File: src/rtl/pol2rec_pkg.sv
// Shared constants for the polar-to-rectangular CORDIC: angle landmarks, gain
// compensation factor, arctangent table (degrees Q.10) and FSM encodings.
package pol2rec_pkg;

  localparam int ANGLE_W = 19;
  localparam int MAG_W   = 12;
  localparam int OUT_W   = 13;

  localparam logic signed [ANGLE_W-1:0] DEG90  = 19'sh16800;
  localparam logic signed [ANGLE_W-1:0] DEG180 = 19'sh2D000;

  // 0.607253 in Q0.16; applied to the magnitude before rotating.
  localparam logic [15:0] CORDIC_K = 16'd39797;

  localparam logic [1:0] ST_IDLE   = 2'd0;
  localparam logic [1:0] ST_ROTATE = 2'd1;
  localparam logic [1:0] ST_FINISH = 2'd2;

  function automatic logic [ANGLE_W-1:0] atan_lookup(input logic [3:0] idx);
    logic [ANGLE_W-1:0] v;
    case (idx)
      4'd0:    v = 19'd46080;
      4'd1:    v = 19'd27203;
      4'd2:    v = 19'd14373;
      4'd3:    v = 19'd7296;
      4'd4:    v = 19'd3662;
      4'd5:    v = 19'd1833;
      4'd6:    v = 19'd917;
      4'd7:    v = 19'd458;
      4'd8:    v = 19'd229;
      4'd9:    v = 19'd115;
      4'd10:   v = 19'd57;
      4'd11:   v = 19'd29;
      4'd12:   v = 19'd14;
      4'd13:   v = 19'd7;
      4'd14:   v = 19'd4;
      default: v = 19'd2;
    endcase
    return v;
  endfunction

endpackage

File: src/rtl/pol2rec_atan_rom.sv
// Combinational arctangent lookup, indexed by the CORDIC iteration counter.
module pol2rec_atan_rom
  import pol2rec_pkg::*;
(
  input  logic [3:0]         idx,
  output logic [ANGLE_W-1:0] atan_val
);

  assign atan_val = atan_lookup(idx);

endmodule

File: src/rtl/pol2rec_calc.sv
// Iterative rotation-mode CORDIC: (mag, angle in degrees Q9.10) -> signed X/Y.
// One micro-rotation per clock; result registered with a one-cycle valid pulse.
module pol2rec_calc
  import pol2rec_pkg::*;
#(
  parameter int NITER = 16,
  parameter int GUARD = 4
) (
  input  logic        clock,
  input  logic        reset,
  input  logic        start,
  input  logic [11:0] mag,
  input  logic [18:0] angle,
  output logic        busy,
  output logic        valid,
  output logic [12:0] X,
  output logic [12:0] Y
);

  localparam int XW = OUT_W + GUARD + 1;
  localparam logic signed [XW:0] RND    = (XW + 1)'(1) << (GUARD - 1);
  localparam logic signed [XW:0] SAT_HI = (XW + 1)'(4095);
  localparam logic signed [XW:0] SAT_LO = -SAT_HI;

  logic [1:0]                 state;
  logic [3:0]                 iter;
  logic signed [XW-1:0]       x_r, y_r;
  logic signed [ANGLE_W-1:0]  z_r;

  logic signed [ANGLE_W-1:0]  ang_c, z0;
  logic [27:0]                mag_prod;
  logic signed [XW-1:0]       magk, x0;
  logic signed [XW-1:0]       x_sh, y_sh, x_nx, y_nx;
  logic signed [ANGLE_W-1:0]  z_nx;
  logic [ANGLE_W-1:0]         atan_val;
  logic signed [XW:0]         x_ext, y_ext, x_rnd, y_rnd;

  pol2rec_atan_rom u_atan_rom (
    .idx      (iter),
    .atan_val (atan_val)
  );

  function automatic logic [OUT_W-1:0] sat13(input logic signed [XW:0] v);
    logic [OUT_W-1:0] r;
    if (v > SAT_HI)      r = SAT_HI[OUT_W-1:0];
    else if (v < SAT_LO) r = SAT_LO[OUT_W-1:0];
    else                 r = v[OUT_W-1:0];
    return r;
  endfunction

  // Clamp, gain-compensate and fold the angle into [-90, +90] at latch time.
  always_comb begin
    ang_c = $signed(angle);
    if ($signed(angle) > DEG180)       ang_c = DEG180;
    else if ($signed(angle) < -DEG180) ang_c = -DEG180;
    mag_prod = 28'(mag) * 28'(CORDIC_K);
    magk     = $signed(XW'(mag_prod >> (16 - GUARD)));
    if (ang_c > DEG90) begin
      z0 = ang_c - DEG180;
      x0 = -magk;
    end else if (ang_c < -DEG90) begin
      z0 = ang_c + DEG180;
      x0 = -magk;
    end else begin
      z0 = ang_c;
      x0 = magk;
    end
  end

  always_comb begin
    x_sh = x_r >>> iter;
    y_sh = y_r >>> iter;
    if (z_r >= 0) begin
      x_nx = x_r - y_sh;
      y_nx = y_r + x_sh;
      z_nx = z_r - $signed(atan_val);
    end else begin
      x_nx = x_r + y_sh;
      y_nx = y_r - x_sh;
      z_nx = z_r + $signed(atan_val);
    end
  end

  // Round half up, then drop the guard bits; one extra bit keeps the add safe.
  always_comb begin
    x_ext = x_r;
    y_ext = y_r;
    x_rnd = (x_ext + RND) >>> GUARD;
    y_rnd = (y_ext + RND) >>> GUARD;
  end

  always_ff @(posedge clock) begin
    if (reset) begin
      state <= ST_IDLE;
      iter  <= '0;
      x_r   <= '0;
      y_r   <= '0;
      z_r   <= '0;
      X     <= '0;
      Y     <= '0;
      valid <= 1'b0;
    end else begin
      valid <= 1'b0;
      case (state)
        ST_IDLE: begin
          if (start) begin
            x_r   <= x0;
            y_r   <= '0;
            z_r   <= z0;
            iter  <= '0;
            state <= ST_ROTATE;
          end
        end
        ST_ROTATE: begin
          x_r <= x_nx;
          y_r <= y_nx;
          z_r <= z_nx;
          if (iter == 4'(NITER - 1)) state <= ST_FINISH;
          else                       iter  <= iter + 4'd1;
        end
        ST_FINISH: begin
          X     <= sat13(x_rnd);
          Y     <= sat13(y_rnd);
          valid <= 1'b1;
          state <= ST_IDLE;
        end
        default: state <= ST_IDLE;
      endcase
    end
  end

  assign busy = (state == ST_ROTATE) || (state == ST_FINISH);

endmodule

File: config.mk
export PLATFORM = sky130hd
export DESIGN_NAME = pol2rec_calc
export DESIGN_NICKNAME = d
export VERILOG_FILES = /design/src/rtl/pol2rec_pkg.sv /design/src/rtl/pol2rec_atan_rom.sv /design/src/rtl/pol2rec_calc.sv
export SDC_FILE = /design/constraint.sdc
export NUM_CORES = 1
export LEC_CHECK = 0
export ABC_AREA = 1
export CORE_MARGIN = 4
export CORE_UTILIZATION = 34
export CTS_CLUSTER_SIZE = 25
export DETAILED_ROUTE_END_ITERATION = 16
export DONT_BUFFER_PORTS = 1
export PLACE_DENSITY = 0.57
export RECOVER_POWER = 25
export SLEW_MARGIN = 20
export SYNTH_ARGS = -nofsm -noshare
export SYNTH_HDL_FRONTEND = slang
export SYNTH_SLANG_ARGS = --single-unit
export TNS_END_PERCENT = 30
File: constraint.sdc
create_clock -name clock -period 9 [get_ports clock]
set_input_delay 1.8 -clock clock [delete_from_list [all_inputs] [get_ports clock]]
set_output_delay 1.8 -clock clock [all_outputs]
set_load 0.01 [all_outputs]
## Yosys cells after proc, flatten, opt, wreduce, memory -nomap -nowiden

Memories as Yosys holds them, arrays and structs flattened. A register that Yosys moved wholly into a read port is not among the register bits.
Index checks and enable logic that the tools add are counted.

| operators by class | value |
|---|---|
| $add $sub $neg | 12 |
| multiply operators | 1 |
| order comparisons | 9 |
| equal/unequal tests | 6 |
| shifts and indexed selects | 2 |
| muxes and demuxes | 28 |
| reductions and logical operators | 6 |

Operators with widths:

| kind | number |
|---|---|
| 2-to-1 mux 19 bit | 6 |
| 2-to-1 mux 18 bit | 6 |
| one-hot mux 18 bit (2 select lines) | 2 |
| 2-to-1 mux 13 bit | 4 |
| adder 18 x 5 -> 19 bit, second input constant | 2 |
| one-hot mux 19 bit (2 select lines) | 1 |
| adder 18 bit | 2 |
| >>> shifter 18 x 4 -> 18 bit | 2 |
| subtractor 18 bit | 2 |
| greater-than comparator 15 x 13 -> 1 bit, second input constant | 2 |
| < comparator 15 x 13 -> 1 bit, second input constant | 2 |
| multiplier 12 x 16 -> 28 bit, second input constant | 1 |
| adder 19 bit | 1 |
| adder 19 bit, second input constant | 1 |
| greater-or-equal comparator 19 x 1 -> 1 bit, second input constant | 1 |
| greater-than comparator 19 x 18 -> 1 bit, second input constant | 1 |
| greater-than comparator 19 bit, second input constant | 1 |
| < comparator 19 x 18 -> 1 bit, second input constant | 1 |
| < comparator 19 bit, second input constant | 1 |
| subtractor 19 bit | 1 |
| subtractor 19 bit, second input constant | 1 |
| negation 16 -> 18 bit | 1 |
| 2-to-1 mux 4 bit | 4 |
| one-hot mux 4 bit (2 select lines) | 1 |
| 13 further kinds | 17 |

| storage, ports and cells | value |
|---|---|
| register bits | 88 |
| bits in read-only memories | 256 |
| input bits | 34 |
| output and inout port bits | 28 |
| memories kept | 1 |

Memory list:

| memory | depth | bits a word | read ports | clocked after memory_dff | wr ports | RTL line | text |
|---|---|---|---|---|---|---|---|
| (name not given) | 16 | 16 | 1 | 1 | 0 | pol2rec_pkg.sv:21 | `case (idx)` |

## Logic depth before layout (Yosys ltp)

| logic depth | value |
|---|---|
| depth in word-level cells | 8 |
| gate-level depth with buffers | 31 |
| gate-level depth less buffers | 31 |

## Modules after synthesis

From an unflattened synthesis, not the netlist that was laid out.

| unflattened totals | value |
|---|---|
| cell total of the unflattened synthesis | 2452 |
| area total of the unflattened synthesis | 15159.5 µm² |

By module, submodules not included:

| module | instances | cells each | area an instance (µm²) |
|---|---|---|---|
| pol2rec_calc | 1 | 2375 | 14740.4 |
| pol2rec_atan_rom | 1 | 77 | 419.2 |

## Worst setup path before layout

No wires, ideal clock.

| path | value |
|---|---|
| path type | input -> register |
| from | input mag[7] |
| to | register x_r[16] |
| library setup time | 0.109 ns |
| arrival | 6.320 ns |
| data required time | 8.891 ns |
| path slack | 2.571 ns |
| stages on the path | 24 |
| path buffers | 0 |
| cells stage by stage | fa_1 inv_1 fa_1 inv_1 fa_1 fa_1 inv_1 fa_1 inv_1 ha_1 a21oi_1 nor2_1 nor2_2 nand3_1 nand2_1 nand2_1 nor2_1 nand3_1 nor2_1 nand4_1 nand3_1 nand3_1 nand2_1 inv_1 |

| on the way | value |
|---|---|
| longest elaborated chain between the ends | 6 |

Ends and longest elaborated chain:

| what | RTL line | text |
|---|---|---|
| start, declared | pol2rec_calc.sv:12 | `input logic [11:0] mag,` |
| multiplier 12 x 16 -> 28 bit (*) | pol2rec_calc.sv:56 | `mag_prod = 28'(mag) * 28'(CORDIC_K);` |
| negation 16 -> 18 bit (*) | pol2rec_calc.sv:60, pol2rec_calc.sv:63 |  |
| 2-to-1 mux 18 bit | pol2rec_calc.sv:61 | `end else if (ang_c < -DEG90) begin` |
| 2-to-1 mux 18 bit (*) | pol2rec_calc.sv:58 | `if (ang_c > DEG90) begin` |
| 2-to-1 mux 18 bit (*) | pol2rec_calc.sv:106 | `if (start) begin` |
| one-hot mux 18 bit (2 select lines) (*) | pol2rec_calc.sv:104 | `case (state)` |
| end signal, assigned | pol2rec_calc.sv:115 | `x_r <= x_nx;` |
| end, declared | pol2rec_calc.sv:27 | `logic signed [XW-1:0] x_r, y_r;` |

Every way passes the cells marked *; elsewhere a longest branch is shown, timed or not. The select of a mux whose other input is x is not followed.
A chain may end at the register's enable or synchronous reset.

## Worst setup path after layout

| path | value |
|---|---|
| from | input mag[7] |
| to | register x_r[17] |

The elaborated chain is that of the path after synthesis.

==> results list <==
- From bottom edge to top edge, the die measures around 220 µm.
- Crit path DAT: just under 7 ns
- GR met2 Demand/Resource: 32.59%
* Most common cell in the netlist: nand2_1
- Worst hold start: z_r[2]$_SDFFE_PP0P_
- Synthesis-stage register bit count: between 100 and 150
* Placed standard-cell area: 0.01582 mm²
- Unrepaired setup endpoints after global routing: no
* Detailed Route WL: about 47000 µm
- Across the run, the number of max-cap violations was 0.
* Clock net sink count: 104
- After global routing the overflow that remains totals 0.
* Clock network latency to the later pin of the worst-skew pair: approximately 0.40 ns
- GRT Resource Usage Total: between 10% and 20%
- Hold violation total from the final report: 0
- Measured against its own limit, the worst slew margin works out to a little under two fifths.
- Count of warnings emitted by yosys: 0
- Summed over all failing endpoints, the final setup total negative slack is 0 ns.
- Clock-pin slew was measured on the worst setup and hold paths at about 0.080 ns.
- The worst setup path is captured at a register.
- Number of levels in the clock H-tree: 3
- DIE AREA: 0.04876 mm²
* Cell types with the largest area share after synthesis: nand2_1, dfxtp_1, ha_1
- In this run the critical register-to-register path is launched from state[1]$_SDFFE_PP0P_.
- After routing the design area is approximately 0.016 mm².
- The number of cells on the worst reg-to-reg path is 21.
- Resized Gates After CTS: 0
- Buffers placed on the I/O ports in this run total 0.
- Dividing the final minimum period by the clock period gives ~72%.
* Pin count of the biggest net entering global routing: 53
* Sequential element share of the synthesized area: between 10% and 20%
- In this run, placement finished with an instance count of between 3000 and 4000.
* Worst Hold Class: register to register
- Power spread over the standard cell area amounts to around 430 mW/mm².
- Power share of the sequential group: 11.9%
- Post-Layout Cell Count: a little over 3000
- The cell sitting at the root of the clock tree is a clkbuf_16.
- Of the total power, the clock network draws 6.3%.
- Cell area after synthesis: approximately 0.015 mm²
- Area delta synth->final: 4.737%
- The worst hold path passes through 2 cells.
- After floorplanning, the core was sized to cover ~0.045 mm².
- Net total in the final layout: between 2000 and 3000
* Total number of vias: 15320
- GRT Max-Usage Layer: met2
- Number of nets in the synthesized netlist: roughly 2800
- Post-CTS Setup Repair Bufs: 0
- In the routed design, unresolved DRC markers number 0.
- Initial antenna violation count: 0
- At the end of routability-driven placement, the weighted congestion stood at just over 0.9.
* Post-DP HPWL: 37920 µm
- Number of synthesized flops with an enable pin: 0
- Final setup vio count: 0
- Number of core rows: 77
* Total count of max-transition violations in the final report: 0
- Distinct cells, synth: 60
- Top cell type by total area after synthesis: nand2_1
- The flow ran to the end, and the final reports show no timing, DRC or antenna violations.
- Largest voltage drop on the vdd net: 221.5 µV
* Antenna Violating Nets Remaining: 0
- After detailed routing, the average wire length per cell comes to about 15 µm.
- Hold repair after CTS inserted 0 buffers.
* Kind of start point of the critical path: input port
- The die is 220.8 µm wide.
* Max Root-Sink Buffers: 2
* Number of buffers created by CTS: 9
- Leak pwr: approximately 8.3 nW
- Net switching is between 60% and 70% of the power.
- Share of synthesized registers carrying an async set or reset: 0%
* Starting utilization of the core area: 34.60%
- For the pin with the worst max-slew slack, the measured transition is 0.9360 ns.
* Most numerous cell types in the synthesized netlist: nand2_1, inv_1, nand3_1, a21oi_1, nor2_1
* Post-Syn Area per Cell: approximately 6 µm²
- TritonCTS clock tree: yes
* TritonRoute pass-1 iters: 6
- Number of placed I/O pins: 62
- Most common flop cell mapped by yosys: dfxtp_1
- Met3 Track Usage GR: under 10%
* Fraction of final layout cells sized beyond drive strength 1: about 3.0%
* Fin crit period: 6.518 ns
- Worst-path fanout max: 6
- Final worst clock skew: around 0.012 ns
- Post-Synthesis Cells: ~2500
- Internal power: 2.744 mW
* Global-route wire length before repair: around 77000 µm
- For met1 alone, demand over resource in global routing was around 24%.
- On the final layout, the worst hold slack is around 0.48 ns.
- The via count of the first global-routing pass is around 15000.
- At the worst endpoint, the required time is 9.28 ns.
- Drt initial violations: 900
* Proportion of power drawn by combinational gates: between 80 and 90%
- Share of the synthesized area in the top cell type: 16.14%
- Psw: roughly 4.2 mW
- Antenna fix cells: 0
* Average vias per placed instance: 5.047
* Worst setup path category: input port to register
- Launch point of the worst path: mag[7]
- Static timing analysis puts the maximum clock frequency at ~150 MHz.
-- area by class of cell --
cell class	instances	area, µm²
fillers	4974	28380
well taps	592	740.7
flip-flops and latches	104	2083
repair buffers	10	75.07
clock inverters	7	95.09
multi-input cells	1911	11390
inverters	403	1515
clock buffers	9	225.2
-- routing by layer --
layer,vias to the layer above,part of all wire [%]
met5,-,0
li1,7970,-
met1,6991,46
met2,302,48
met3,61,3.4
met4,0,2.6
-- power by group through the flow --
stage	Clock (mW)	Sequential (mW)	Combinational, mW
floorplan	0	0.732	4.39
global placement	0	0.835	5.58
detailed placement	0	0.837	5.63
CTS	0.457	0.828	5.66
global route	0.469	0.843	6.54
finish	0.440	0.828	5.68
-- flip-flops by register name, summed over array words and instances, names as in the netlist --
register and flops:
X 13, Y 13, iter 4, state 2
u_atan_rom.atan_val 16, valid 1, x_r 18, y_r 18
z_r 19
-- cell families after synthesis --
kind of cell    after synthesis  synth area share (%)
buf+inv                     478                 12.41
simple gates               1208                 33.81
fa+ha+maj                   223                 21.63
compound gates              401                 14.13
mux                           1               0.06500
xor+xnor                     78                 4.436
flops                       104                 13.52
-- worst max-delay path, cell delays in order --
cell and delay, ns:
fa_1 0.52, inv_1 0.05, fa_1 0.48, inv_1 0.06, fa_1 0.50, fa_1 0.55
inv_1 0.05, fa_1 0.53, inv_1 0.04, ha_1 0.38, nand2_1 0.13, nor2_2 0.23
nand3_1 0.14, nand2_1 0.09, nand2_1 0.05, nand2_1 0.11, inv_1 0.07, nor2_1 0.09
nand2_1 0.11, nor2_1 0.30, nand3_1 0.18, nor2_1 0.12, nor2_1 0.05, nor2_1 0.09
a21oi_1 0.08
-- per-stage QoR --
step | setup slack, ns | total power, mW | utilization [%]
floorplan | 2.571 | 5.118 | -
global placement | 2.178 | 6.417 | 35.54
detailed placement | 2.089 | 6.464 | 35.54
CTS | 2.513 | 6.948 | 36.26
global route | 2.098 | 7.855 | 36.24
finish | 2.482 | 6.943 | 36.24
-- layout by cell type, fill, tap and decap left out, types with 3 or more instances in the layout --
cell type	instances
o21bai_1	3
o21ai_0	138
nor2_1	161
a21boi_0	3
a21oi_2	3
nand3b_1	6
or2_2	6
fa_1	72
a21oi_1	190
nand2_4	3
nand3_2	3
o211ai_1	7
nand3_4	3
o31ai_1	5
dfxtp_1	103
o21a_1	3
nand4_1	29
nand2_1	662
a31oi_1	17
a211oi_1	3
xor2_1	60
ha_1	151
inv_2	12
nor2_2	8
a21o_1	6
o21ai_1	5
buf_4	10
xnor2_1	18
o22ai_1	5
nor3_1	28
nand3_1	286
inv_1	390
clkbuf_16	9
-- worst paths after layout --
path,end,slack (ns)
setup / recovery,x_r[17]$_SDFFE_PP0P_,2.48
hold / removal,z_r[2]$_SDFFE_PP0P_,0.48
hold reg to reg,z_r[2]$_SDFFE_PP0P_,0.48
setup reg to reg,u_atan_rom.atan_val[2]$_DFF_P_,4.11
No activity file was read; power rests on OpenSTA's default activity.
